### src/rtl/fuzzy_pkg.sv
// rtl/fuzzy_pkg.sv - shared types, peak/slope geometry and rule mapping for the fuzzy controller
package fuzzy_pkg;

  localparam int NSETS = 5;

  typedef enum logic [2:0] {
    SET_NL = 3'd0,
    SET_NS = 3'd1,
    SET_Z  = 3'd2,
    SET_PS = 3'd3,
    SET_PL = 3'd4
  } set_e;

  typedef enum logic [2:0] {
    ST_IDLE = 3'd0,
    ST_FUZZ = 3'd1,
    ST_RULE = 3'd2,
    ST_ACC  = 3'd3,
    ST_DIV  = 3'd4,
    ST_DONE = 3'd5
  } state_e;

  function automatic int numw(input int w);
    return 2 * w + 3;
  endfunction

  function automatic int denw(input int w);
    return w + 3;
  endfunction

  function automatic int peak(input int w, input int k);
    return (k * ((1 << w) - 1)) / 4;
  endfunction

  // Slope of the edge between peak k and peak k+1, truncated so memberships never overshoot.
  function automatic int slope(input int w, input int k);
    return ((1 << w) - 1) / (peak(w, k + 1) - peak(w, k));
  endfunction

  function automatic int rule_map(input int i, input int j);
    int s;
    s = i + j - 2;
    if (s < 0) return 0;
    if (s > 4) return 4;
    return s;
  endfunction

endpackage

### src/rtl/fuzzy_seq_divider.sv
// rtl/fuzzy_seq_divider.sv - restoring divider, one quotient bit per cycle, MSB first
module fuzzy_seq_divider
  import fuzzy_pkg::*;
#(
  parameter int W = 8
) (
  input  logic                 clk,
  input  logic                 rst_n,
  input  logic                 i_start,
  input  logic [numw(W)-1:0]   i_num,
  input  logic [denw(W)-1:0]   i_den,
  output logic                 o_done,
  output logic [W-1:0]         o_quot,
  output logic                 o_sat
);

  localparam int NUMW = numw(W);
  localparam int DENW = denw(W);
  localparam int CW   = $clog2(NUMW + 1);

  logic [NUMW-1:0] r_num;
  logic [DENW-1:0] r_den;
  logic [DENW-1:0] r_rem;
  logic [NUMW-1:0] r_q;
  logic [CW-1:0]   r_cnt;
  logic            r_busy;

  logic [DENW:0]   w_shift;
  logic [DENW:0]   w_diff;
  logic            w_ge;

  assign w_shift = {r_rem, r_num[NUMW-1]};
  assign w_ge    = (w_shift >= {1'b0, r_den});
  assign w_diff  = w_shift - {1'b0, r_den};

  always_ff @(posedge clk or negedge rst_n) begin
    if (!rst_n) begin
      r_num  <= '0;
      r_den  <= '0;
      r_rem  <= '0;
      r_q    <= '0;
      r_cnt  <= '0;
      r_busy <= 1'b0;
    end else if (i_start) begin
      r_num  <= i_num;
      r_den  <= i_den;
      r_rem  <= '0;
      r_q    <= '0;
      r_cnt  <= CW'(NUMW);
      r_busy <= 1'b1;
    end else if (r_busy) begin
      // Remainder stays below the divisor, so DENW bits always hold it.
      r_rem <= w_ge ? w_diff[DENW-1:0] : w_shift[DENW-1:0];
      r_num <= {r_num[NUMW-2:0], 1'b0};
      r_q   <= {r_q[NUMW-2:0], w_ge};
      r_cnt <= r_cnt - 1'b1;
      if (r_cnt == CW'(1)) r_busy <= 1'b0;
    end
  end

  assign o_done = r_busy && (r_cnt == CW'(1));
  assign o_quot = r_q[W-1:0];
  assign o_sat  = |r_q[NUMW-1:W];

endmodule

### src/rtl/fuzzy_ctrl_seq.sv
// rtl/fuzzy_ctrl_seq.sv - sequential 5x5 max-min fuzzy controller with singleton centroid output
module fuzzy_ctrl_seq
  import fuzzy_pkg::*;
#(
  parameter int W    = 8,
  parameter int C_NL = 0,
  parameter int C_NS = (1 << W) / 4,
  parameter int C_Z  = (1 << W) / 2,
  parameter int C_PS = 3 * ((1 << W) / 4),
  parameter int C_PL = (1 << W) - 1
) (
  input  logic         clk,
  input  logic         rst_n,
  input  logic         in_valid,
  output logic         in_ready,
  input  logic [W-1:0] error,
  input  logic [W-1:0] error_chg,
  output logic         out_valid,
  input  logic         out_ready,
  output logic [W-1:0] dc_motor,
  output logic         div_zero
);

  localparam int FS   = (1 << W) - 1;
  localparam int NUMW = numw(W);
  localparam int DENW = denw(W);

  logic [1:0]      r_rst_sync;
  logic            w_rst_n;
  state_e          r_state, w_next;
  logic [W-1:0]    r_err, r_chg;
  logic [W-1:0]    r_mu_e [NSETS];
  logic [W-1:0]    r_mu_d [NSETS];
  logic [W-1:0]    r_rule [NSETS];
  logic            r_div_zero;
  logic [W-1:0]    w_mu_e [NSETS];
  logic [W-1:0]    w_mu_d [NSETS];
  logic [W-1:0]    w_rule [NSETS];
  logic [W-1:0]    w_ctr  [NSETS];
  logic [W-1:0]    w_min;
  logic [NUMW-1:0] w_num;
  logic [DENW-1:0] w_den;
  logic            w_div_start, w_div_done, w_sat;
  logic [W-1:0]    w_quot;

  function automatic logic [W-1:0] mu(input logic [W-1:0] x, input int k);
    int xi, v;
    xi = int'(x);
    v  = 0;
    if (xi == peak(W, k)) begin
      v = FS;
    end else if (k > 0 && xi > peak(W, k - 1) && xi < peak(W, k)) begin
      v = (xi - peak(W, k - 1)) * slope(W, k - 1);
      if (v > FS) v = FS;
    end else if (k < NSETS - 1 && xi > peak(W, k) && xi < peak(W, k + 1)) begin
      v = FS - (xi - peak(W, k)) * slope(W, k);
      if (v < 0) v = 0;
    end
    return v[W-1:0];
  endfunction

  // Assert asynchronously, release on a clock edge so no flop sees a runt deassertion.
  always_ff @(posedge clk or negedge rst_n) begin
    if (!rst_n) r_rst_sync <= 2'b00;
    else        r_rst_sync <= {r_rst_sync[0], 1'b1};
  end
  assign w_rst_n = r_rst_sync[1];

  assign w_ctr[0] = W'(C_NL);
  assign w_ctr[1] = W'(C_NS);
  assign w_ctr[2] = W'(C_Z);
  assign w_ctr[3] = W'(C_PS);
  assign w_ctr[4] = W'(C_PL);

  always_comb begin
    for (int k = 0; k < NSETS; k++) begin
      w_mu_e[k] = mu(r_err, k);
      w_mu_d[k] = mu(r_chg, k);
    end
  end

  always_comb begin
    w_min = '0;
    for (int k = 0; k < NSETS; k++) w_rule[k] = '0;
    for (int i = 0; i < NSETS; i++) begin
      for (int j = 0; j < NSETS; j++) begin
        w_min = (r_mu_e[i] < r_mu_d[j]) ? r_mu_e[i] : r_mu_d[j];
        for (int k = 0; k < NSETS; k++)
          if (rule_map(i, j) == k && w_min > w_rule[k]) w_rule[k] = w_min;
      end
    end
  end

  always_comb begin
    w_num = '0;
    w_den = '0;
    for (int k = 0; k < NSETS; k++) begin
      w_num = w_num + NUMW'(r_rule[k]) * NUMW'(w_ctr[k]);
      w_den = w_den + DENW'(r_rule[k]);
    end
  end

  always_ff @(posedge clk or negedge w_rst_n) begin
    if (!w_rst_n) r_state <= ST_IDLE;
    else          r_state <= w_next;
  end

  always_comb begin
    w_next      = r_state;
    w_div_start = 1'b0;
    case (r_state)
      ST_IDLE: if (in_valid && in_ready) w_next = ST_FUZZ;
      ST_FUZZ: w_next = ST_RULE;
      ST_RULE: w_next = ST_ACC;
      ST_ACC: begin
        if (w_den == '0) begin
          w_next = ST_DONE;
        end else begin
          w_next      = ST_DIV;
          w_div_start = 1'b1;
        end
      end
      ST_DIV:  if (w_div_done) w_next = ST_DONE;
      ST_DONE: if (out_ready) w_next = ST_IDLE;
      default: w_next = ST_IDLE;
    endcase
  end

  always_ff @(posedge clk or negedge w_rst_n) begin
    if (!w_rst_n) begin
      r_err      <= '0;
      r_chg      <= '0;
      r_div_zero <= 1'b0;
      for (int k = 0; k < NSETS; k++) begin
        r_mu_e[k] <= '0;
        r_mu_d[k] <= '0;
        r_rule[k] <= '0;
      end
    end else begin
      if (r_state == ST_IDLE && in_valid) begin
        r_err      <= error;
        r_chg      <= error_chg;
        r_div_zero <= 1'b0;
      end
      if (r_state == ST_FUZZ) begin
        for (int k = 0; k < NSETS; k++) begin
          r_mu_e[k] <= w_mu_e[k];
          r_mu_d[k] <= w_mu_d[k];
        end
      end
      if (r_state == ST_RULE) begin
        for (int k = 0; k < NSETS; k++) r_rule[k] <= w_rule[k];
      end
      if (r_state == ST_ACC) r_div_zero <= (w_den == '0);
    end
  end

  fuzzy_seq_divider #(.W(W)) u_div (
    .clk     (clk),
    .rst_n   (w_rst_n),
    .i_start (w_div_start),
    .i_num   (w_num),
    .i_den   (w_den),
    .o_done  (w_div_done),
    .o_quot  (w_quot),
    .o_sat   (w_sat)
  );

  assign in_ready  = (r_state == ST_IDLE) && w_rst_n;
  assign out_valid = (r_state == ST_DONE);
  assign div_zero  = r_div_zero;
  assign dc_motor  = r_div_zero ? W'(C_Z) : (w_sat ? W'(FS) : w_quot);

endmodule

### config.mk
export PLATFORM = sky130hd
export DESIGN_NAME = fuzzy_ctrl_seq
export DESIGN_NICKNAME = d
export VERILOG_FILES = /design/src/rtl/fuzzy_pkg.sv /design/src/rtl/fuzzy_seq_divider.sv /design/src/rtl/fuzzy_ctrl_seq.sv
export SDC_FILE = /design/constraint.sdc
export NUM_CORES = 1
export LEC_CHECK = 0
export BUFFER_PORTS_ARGS = -buffer_cell sky130_fd_sc_hd__buf_2
export CORE_MARGIN = 2
export CORE_UTILIZATION = 50
export DETAILED_ROUTE_END_ITERATION = 8
export GPL_TIMING_DRIVEN = 0
export PLACE_DENSITY = 0.66
export SLEW_MARGIN = 30
export SYNTH_ARGS = -nofsm -noshare
export SYNTH_HDL_FRONTEND = slang
export SYNTH_SLANG_ARGS = --single-unit
### constraint.sdc
create_clock -name clk -period 12.6 [get_ports clk]
set_clock_uncertainty 0.15 [all_clocks]
set_input_delay 2.52 -clock clk [delete_from_list [all_inputs] [get_ports clk]]
set_output_delay 2.52 -clock clk [all_outputs]
set_load 0.05 [all_outputs]
==> key figures, run 1 <==
Final layout
  – Filler cells: between 4,000 and 5,000
  – Layout cell share with drive strength beyond 1: just under 9%
  – Most common cell after layout, fill and taps aside: ha_1
  – Final nets: roughly 3,700
  – Commonest non-fill, non-tap cells in the layout: ha_1, inv_1, a21oi_1, mux2i_1, dfrtp_1
  – Seq. cell area: slightly above 5000 µm²
  – Multi-input logic area: approximately 20,000 µm²
  – Number of diodes: 0
  – Cell area after layout: ~29,000 µm²
  – Area Overhead vs Synth: 8.14%

Drt
  – DRT antenna net count: 0
  – Vias per inst: slightly above 6
  – Wire per inst: 22.1 µm
  – Residual DRC: 0
  – Total number of vias: roughly 23,000
  – DRC marker count from the first detailed-route iteration: ~1,800
  – Final wirelength: approximately 84,000 µm
  – DR pass1 iterations: 6

Floorplanning
  – Std-Cell Rows: 84
  – CORE AREA: ~52,000 µm²
  – Die area: approximately 55,000 µm²
  – Die width: ~230 µm
  – Io pins: 31
  – Starting Density: around 50%
  – Die height: roughly 230 µm

Yosys
  – Sequential element share of the synthesized area: a little under 20%
  – Ys async rst share: 100%
  – Dominant synthesized flop cell: dfrtp_1
  – Ys Warns: 0
  – Mapped cell area: approximately 26,000 µm²
  – Syn nets: about 3,600
  – Netlist cell types: between 70 and 80
  – Cell count after synthesis: about 3,000
  – Number of synthesized flops with an enable pin: 0
  – Post-synthesis average cell area: 8.72 µm²
  – #FFs+latches synth: 206

STA
  – RSZ-0062 raised after global routing: no
  – Worst-margin pin slew: roughly 1.0 ns
  – Setup-failing EPs final: 0
  – Final worst path period share: 93.6%
  – Max Slew Vio Count: 0
  – Fin worst setup slack: a little over 0.8 ns
  – Tmin final: 11.79 ns
  – Hold slack final: about 0.16 ns
  – Fmax: about 85 MHz
  – Max-Slew Margin vs Limit: around 32%
  – Final Hold Viols: 0

Setup path
  – Arrival time at the worst endpoint: about 12 ns
  – Crit path capture type: register
  – Crit start category: register
  – R2r worst-path depth: 56
  – Critical R2R Capture: r_rule[2]
  – Worst R2R Setup Slack: ~0.8 ns
  – Crit path required time: between 10 and 15 ns
  – Crit-path max FO: 10
  – Worst r2r src: r_mu_d[1]
  – Worst Setup SP: r_mu_d[1]
  – Crit-path slowest cell: dfrtp_1
  – Worst setup path class: reg -> reg
  – CP dominant cell by count: ha_1
  – Largest stage delay, worst path: ~0.5 ns

Clock network
  – TritonCTS clock tree: yes
  – H-tree Lvls: 1
  – CTS Buf Count: 25
  – Clk buf depth: 3
  – Clk_lat worst skew: approximately 0.55 ns
  – Root Buffer: clkbuf_16
  – Clock sinks: 206
  – CTS clk-pin slew, worst paths: roughly 0.060 ns
  – # hold bufs at CTS: 0

Global routing
  – Largest net degree at the start of global routing: 51
  – Initial antenna violation count: 4
  – First-pass GRT wire length: 130,000 µm
  – Number of global-route vias before repair: 23,370
  – Gr usage total: a little under a third
  – Grt total ovfl: 0

Flow run
  – Max-cap violations: 0

Min path
  – Hold Crit Class: reg -> async

Status
  – Status: finished, final reports clean

Placement
  – Placement Cell Area: around 28,000 µm²
  – HPWL after DPL: ~65,000 µm
  – Placer Congestion: 0.969
  – Post-Place Setup Slack: -0.691 ns
  – Port bufs: 30
## per-stage QoR
stage,utilization [%],TNS [ns],instances
4_1_cts,54.1,0,3797
2_1_floorplan,-,0,3031
3_3_place_gp,52.3,-2.97,3749
5_1_grt,54.5,0,3805
6_report,54.5,0,3805
3_5_place_dp,52.6,-5.33,3754
## worst max path at each step
| stage | end | slack [ns] | cells after the start |
|---|---|---|---|
| after floorplan | r_rule[37] | 1.43 | 65 |
| after CTS | r_rule[34] | 0.10 | 64 |
| final | r_rule[2] | 0.81 | 56 |
| after detailed placement | r_rule[35] | -0.69 | 64 |
| after global placement | r_rule[37] | -0.39 | 64 |
| after global routing | r_rule[37] | 0.02 | 64 |
## critical path, delay by kind of cell, from the launching register on
family | cells | cell delay (ns)
AO/OA/AOI/OAI | 24 | 4.30
AND/OR/NAND/NOR | 12 | 1.89
buffers and inverters | 10 | 1.81
adder cells (fa/ha/maj) | 6 | 1.79
multiplexers | 4 | 1.24
flip-flops | 1 | 0.50
## routing by layer
layer | track usage [%] | share of wire, % | vias to the layer above | wire [µm]
li1 | - | - | 10905 | -
met1 | 38.7 | 42 | 11293 | 35000
met2 | 52.8 | 46 | 800 | 39100
met3 | 2.80 | 5.7 | 239 | 4780
met4 | 16.0 | 6.2 | 2 | 5220
met5 | 0 | 0.017 | - | 14
## cells in the mapped netlist, types with 6 or more instances
cell      number  area share [%]
xor2_1        20            0.66
inv_1        343             4.9
nor2b_1       54             1.3
nand4_1       16            0.38
nand2_1      157             2.2
a21oi_1      228             4.3
o21bai_1      29            0.82
nor2_1       191             2.7
fa_1          70             5.3
o211ai_1      10            0.28
nor3b_1        8            0.23
ha_1         477              23
o21ai_1       13            0.25
a22oi_1       28            0.79
xnor2_1       63             2.1
o221ai_1       6            0.20
a221o_1       11            0.42
a221oi_1      15            0.50
o21ai_0      165             3.1
o31ai_1        7            0.20
nand2b_1      64             1.5
a211oi_1      15            0.43
or3_1          9            0.21
or2_2         23            0.54
a21boi_0      12            0.34
mux2_2       115             4.9
nor3_1        25            0.47
o22ai_1       24            0.57
and2_1        16            0.38
mux2i_1      211             8.0
a31oi_1       13            0.31
a21o_1       111             3.2
and3_1        20            0.47
nand3_1       67             1.3
dfrtp_1      206              19
o21a_1        27            0.77
o31a_1        12            0.40
clkbuf_1      83             1.2
## sequential cells by signal, indices dropped and copies added, names as in the netlist
name and cells:
r_mu_e 39, u_div.r_den 11, r_chg 8, r_err 8
r_rule 40, u_div.r_busy 1, u_div.r_cnt 5, u_div.r_num 19
r_rst_sync 2, u_div.r_q 19, r_mu_d 39, div_zero 1
u_div.r_rem 11, r_state 3
## timing repair
item                       in CTS  in global routing
pin swaps                       0                  1
setup endpoints to repair       8                 16
setup buffers                   0                  8
gates resized for setup         5                 24
## area by class of cell
cell class                 instances  area share, %
timing repair buffer              44           1.23
inverter                         343           4.52
tap                              688           3.01
multi-input combinational       2391           69.1
buffer                            89           1.24
clock inverter                    10          0.306
sequential                       206           18.1
clock buffer                      34           2.52
## logic make-up (layout without fill, tap and decap cells)
family / count (synthesis) / in the layout / share of synthesized area, %
compound gates: 768 / 768 / 18.7
xor+xnor: 83 / 83 / 2.75
fa+ha+maj: 547 / 547 / 27.9
buf+inv: 434 / 520 / 6.20
flops: 206 / 206 / 19.5
mux: 326 / 326 / 12.9
other cells: 1 / 1 / 0.0142
simple gates: 666 / 666 / 12.1
Power of run 1 is left out: the tool's default activity adds up to more than one toggle a clock period on the data nets, which glitch-free logic cannot reach.
==> run 2, diff against run 1 <==
ABC_AREA = 1   (was default)
==> key figures, run 2 <==
STA
  – Worst-margin pin slew: 0.944 ns (was 1.01 ns)
  – Tmin final: 10.62 ns (was 11.79 ns)
  – RSZ-0062 raised after global routing: no (unchanged)
  – Setup-failing EPs final: 0 (unchanged)
  – Fmax: 94.2 MHz (was 84.8 MHz)
  – Final worst path period share: 84.3% (was 93.6%)
  – Sum of negative setup slack: 0 ns (unchanged)
  – Final Hold Viols: 0 (unchanged)
  – Max Slew Vio Count: 0 (unchanged)
  – Max-Slew Margin vs Limit: 36.6% (was 32.3%)

Setup path
  – Crit-path slowest cell: dfrtp_1 (unchanged)
  – Worst setup path class: reg -> reg (unchanged)
  – Crit path capture type: register (unchanged)
  – Crit start category: register (unchanged)
  – Largest stage delay, worst path: 0.62 ns (was 0.50 ns)
  – Arrival time at the worst endpoint: 10.90 ns (was 12.11 ns)
  – Crit path required time: 12.88 ns (was 12.92 ns)
  – CP dominant cell by count: nand2_1 (was ha_1)
  – R2r worst-path depth: 51 (was 56)
  – Worst Setup SP: r_mu_d[35] (was r_mu_d[1])
  – Worst r2r src: r_mu_d[35] (was r_mu_d[1])
  – Crit-path max FO: 10 (unchanged)

Drt
  – Residual DRC: 0 (unchanged)
  – Final wirelength: 82,300 µm (was 84,100 µm)
  – Total number of vias: 24,278 (was 23,239)
  – DRT antenna net count: 0 (unchanged)
  – DRC marker count from the first detailed-route iteration: 1,874 (was 1,813)
  – Vias per inst: 5.70 (was 6.11)
  – DR pass1 iterations: 6 (unchanged)
  – Wire per inst: 19.3 µm (was 22.1 µm)

Global routing
  – Gr usage total: 31.2% (was 30.9%)
  – Initial antenna violation count: 2 (was 4)
  – Largest net degree at the start of global routing: 48 (was 51)
  – First-pass GRT wire length: 129,000 µm (was 130,000 µm)
  – Grt total ovfl: 0 (unchanged)
  – Number of global-route vias before repair: 23,034 (was 23,370)

Yosys
  – Number of synthesized flops with an enable pin: 0 (unchanged)
  – Sequential element share of the synthesized area: 20.2% (was 19.5%)
  – Post-synth top cells: nand2_1, inv_1, ha_1 (was ha_1, inv_1, a21oi_1)
  – Ys async rst share: 100% (unchanged)
  – Cell count after synthesis: 3,507 (was 3,031)
  – Dominant synthesized flop cell: dfrtp_1 (unchanged)
  – Netlist cell types: 54 (was 72)
  – Synth area leaders: ha_1, dfrtp_1, nand2_1, o21ai_0, inv_1 (was ha_1, dfrtp_1, mux2i_1, fa_1, mux2_2)
  – Post-synth top area cell: ha_1 (unchanged)
  – Most frequent cell after synthesis: nand2_1 (was ha_1)
  – Ys Warns: 0 (unchanged)
  – Post-synthesis average cell area: 7.28 µm² (was 8.72 µm²)
  – Syn nets: 4,074 (was 3,598)
  – Top-area cell type share of the netlist area: 23.4% (was 22.6%)
  – Mapped cell area: 25,500 µm² (was 26,400 µm²)
  – #FFs+latches synth: 206 (unchanged)

Clock network
  – CTS clk-pin slew, worst paths: 0.06 ns (about the same)
  – # hold bufs at CTS: 0 (unchanged)
  – Setup bufs post-CTS: 0 (unchanged)
  – Root Buffer: clkbuf_16 (unchanged)
  – H-tree Lvls: 1 (unchanged)
  – TritonCTS clock tree: yes (unchanged)
  – Clock sinks: 206 (unchanged)
  – CTS resizes: 0 (was 5)
  – CTS Buf Count: 26 (was 25)
  – Clk buf depth: 3 (unchanged)
  – Clk_lat worst skew: 0.56 ns (was 0.55 ns)

Final layout
  – Commonest non-fill, non-tap cells in the layout: nand2_1, inv_1, ha_1, o21ai_0, a21oi_1 (was ha_1, inv_1, a21oi_1, mux2i_1, dfrtp_1)
  – Largest registers: r_rule x40, r_mu_d x39, r_mu_e x39 (unchanged)
  – Final nets: 4,136 (was 3,667)
  – Layout cell share with drive strength beyond 1: 3.43% (was 8.92%)
  – Reg with most FFs: r_rule (unchanged)
  – Max reg flops: 40 (unchanged)
  – Number of diodes: 0 (unchanged)
  – Most common cell after layout, fill and taps aside: nand2_1 (was ha_1)
  – Area Overhead vs Synth: 7.84% (was 8.14%)

Min path
  – Hold Crit Class: reg -> async (unchanged)

Floorplanning
  – Die width: 230 µm (was 234 µm)
  – Die area: 52,900 µm² (was 54,700 µm²)
  – Io pins: 31 (unchanged)
  – CORE AREA: 50,300 µm² (was 52,400 µm²)
  – Starting Density: 50.8% (was 50.4%)
  – Die height: 230 µm (was 234 µm)
  – Std-Cell Rows: 82 (was 84)

Placement
  – HPWL after DPL: 66,100 µm (was 65,100 µm)
  – Placer Congestion: 1.00 (was 0.969)
  – Port bufs: 30 (unchanged)

Status
  – Status: finished, final reports clean (unchanged)

Flow run
  – Max-cap violations: 0 (unchanged)
run 2: worst paths after layout:
path,slack (ns),endpoint
setup / recovery,1.98,r_rule[38]
hold / removal,0.18,r_err[4]
setup reg to reg,1.98,r_rule[38]
hold reg to reg,0.18,r_err[4]
max in group asynchronous,10.58,r_rst_sync[1]
min in group clk,0.22,r_rst_sync[1]
run 2: cell families (layout without fill, tap and decap cells):
kind of cell / after synthesis / after routing / share of synthesized area, %
simple gates: 1063 / 1063 / 17.0
compound gates: 998 / 998 / 22.1
buf+inv: 609 / 689 / 9.02
fa+ha+maj: 547 / 547 / 28.9
flops: 206 / 206 / 20.2
xor+xnor: 83 / 83 / 2.85
other cells: 1 / 1 / 0.0147
run 2: metal layers:
| metal | GRT usage, % | wire (µm) | vias up |
|---|---|---|---|
| li1 | - | - | 12032 |
| met2 | 53.1 | 38400 | 857 |
| met4 | 12.0 | 3510 | 4 |
| met1 | 39.7 | 34600 | 11186 |
| met3 | 5.08 | 5750 | 199 |
| met5 | 0 | 36 | - |
run 2: through the flow:
stage | worst slack, ns | std cells | hold WS [ns] | utilization, % | cell area, µm²
after floorplan | 4.23 | 3507 | 0.181 | - | 25500
after global placement | 2.35 | 4209 | 0.183 | 52.7 | 26500
after detailed placement | 2.26 | 4213 | 0.204 | 53.0 | 26600
after CTS | 2.26 | 4259 | 0.197 | 54.7 | 27500
after global routing | 1.09 | 4259 | 0.216 | 54.7 | 27500
final | 1.98 | 4259 | 0.176 | 54.7 | 27500
run 2: final cells by class:
class,instances,area [µm²]
fillers,4996,22800
flip-flops and latches,206,5160
clock buffers,35,756
inverters,522,1960
multi-input cells,2692,18100
well taps,672,841
clock inverters,11,128
plain buffers,87,343
repair buffers,34,260
run 2: critical path: cells and delay by family, from the launching register on:
family	cells	cell delay [ns]
AND/OR/NAND/NOR	15	1.25
flip-flops	1	0.62
AO/OA/AOI/OAI	22	4.19
adder cells (fa/ha/maj)	6	2.09
buffers and inverters	8	2.20
Power of run 2 is left out for the same reason.
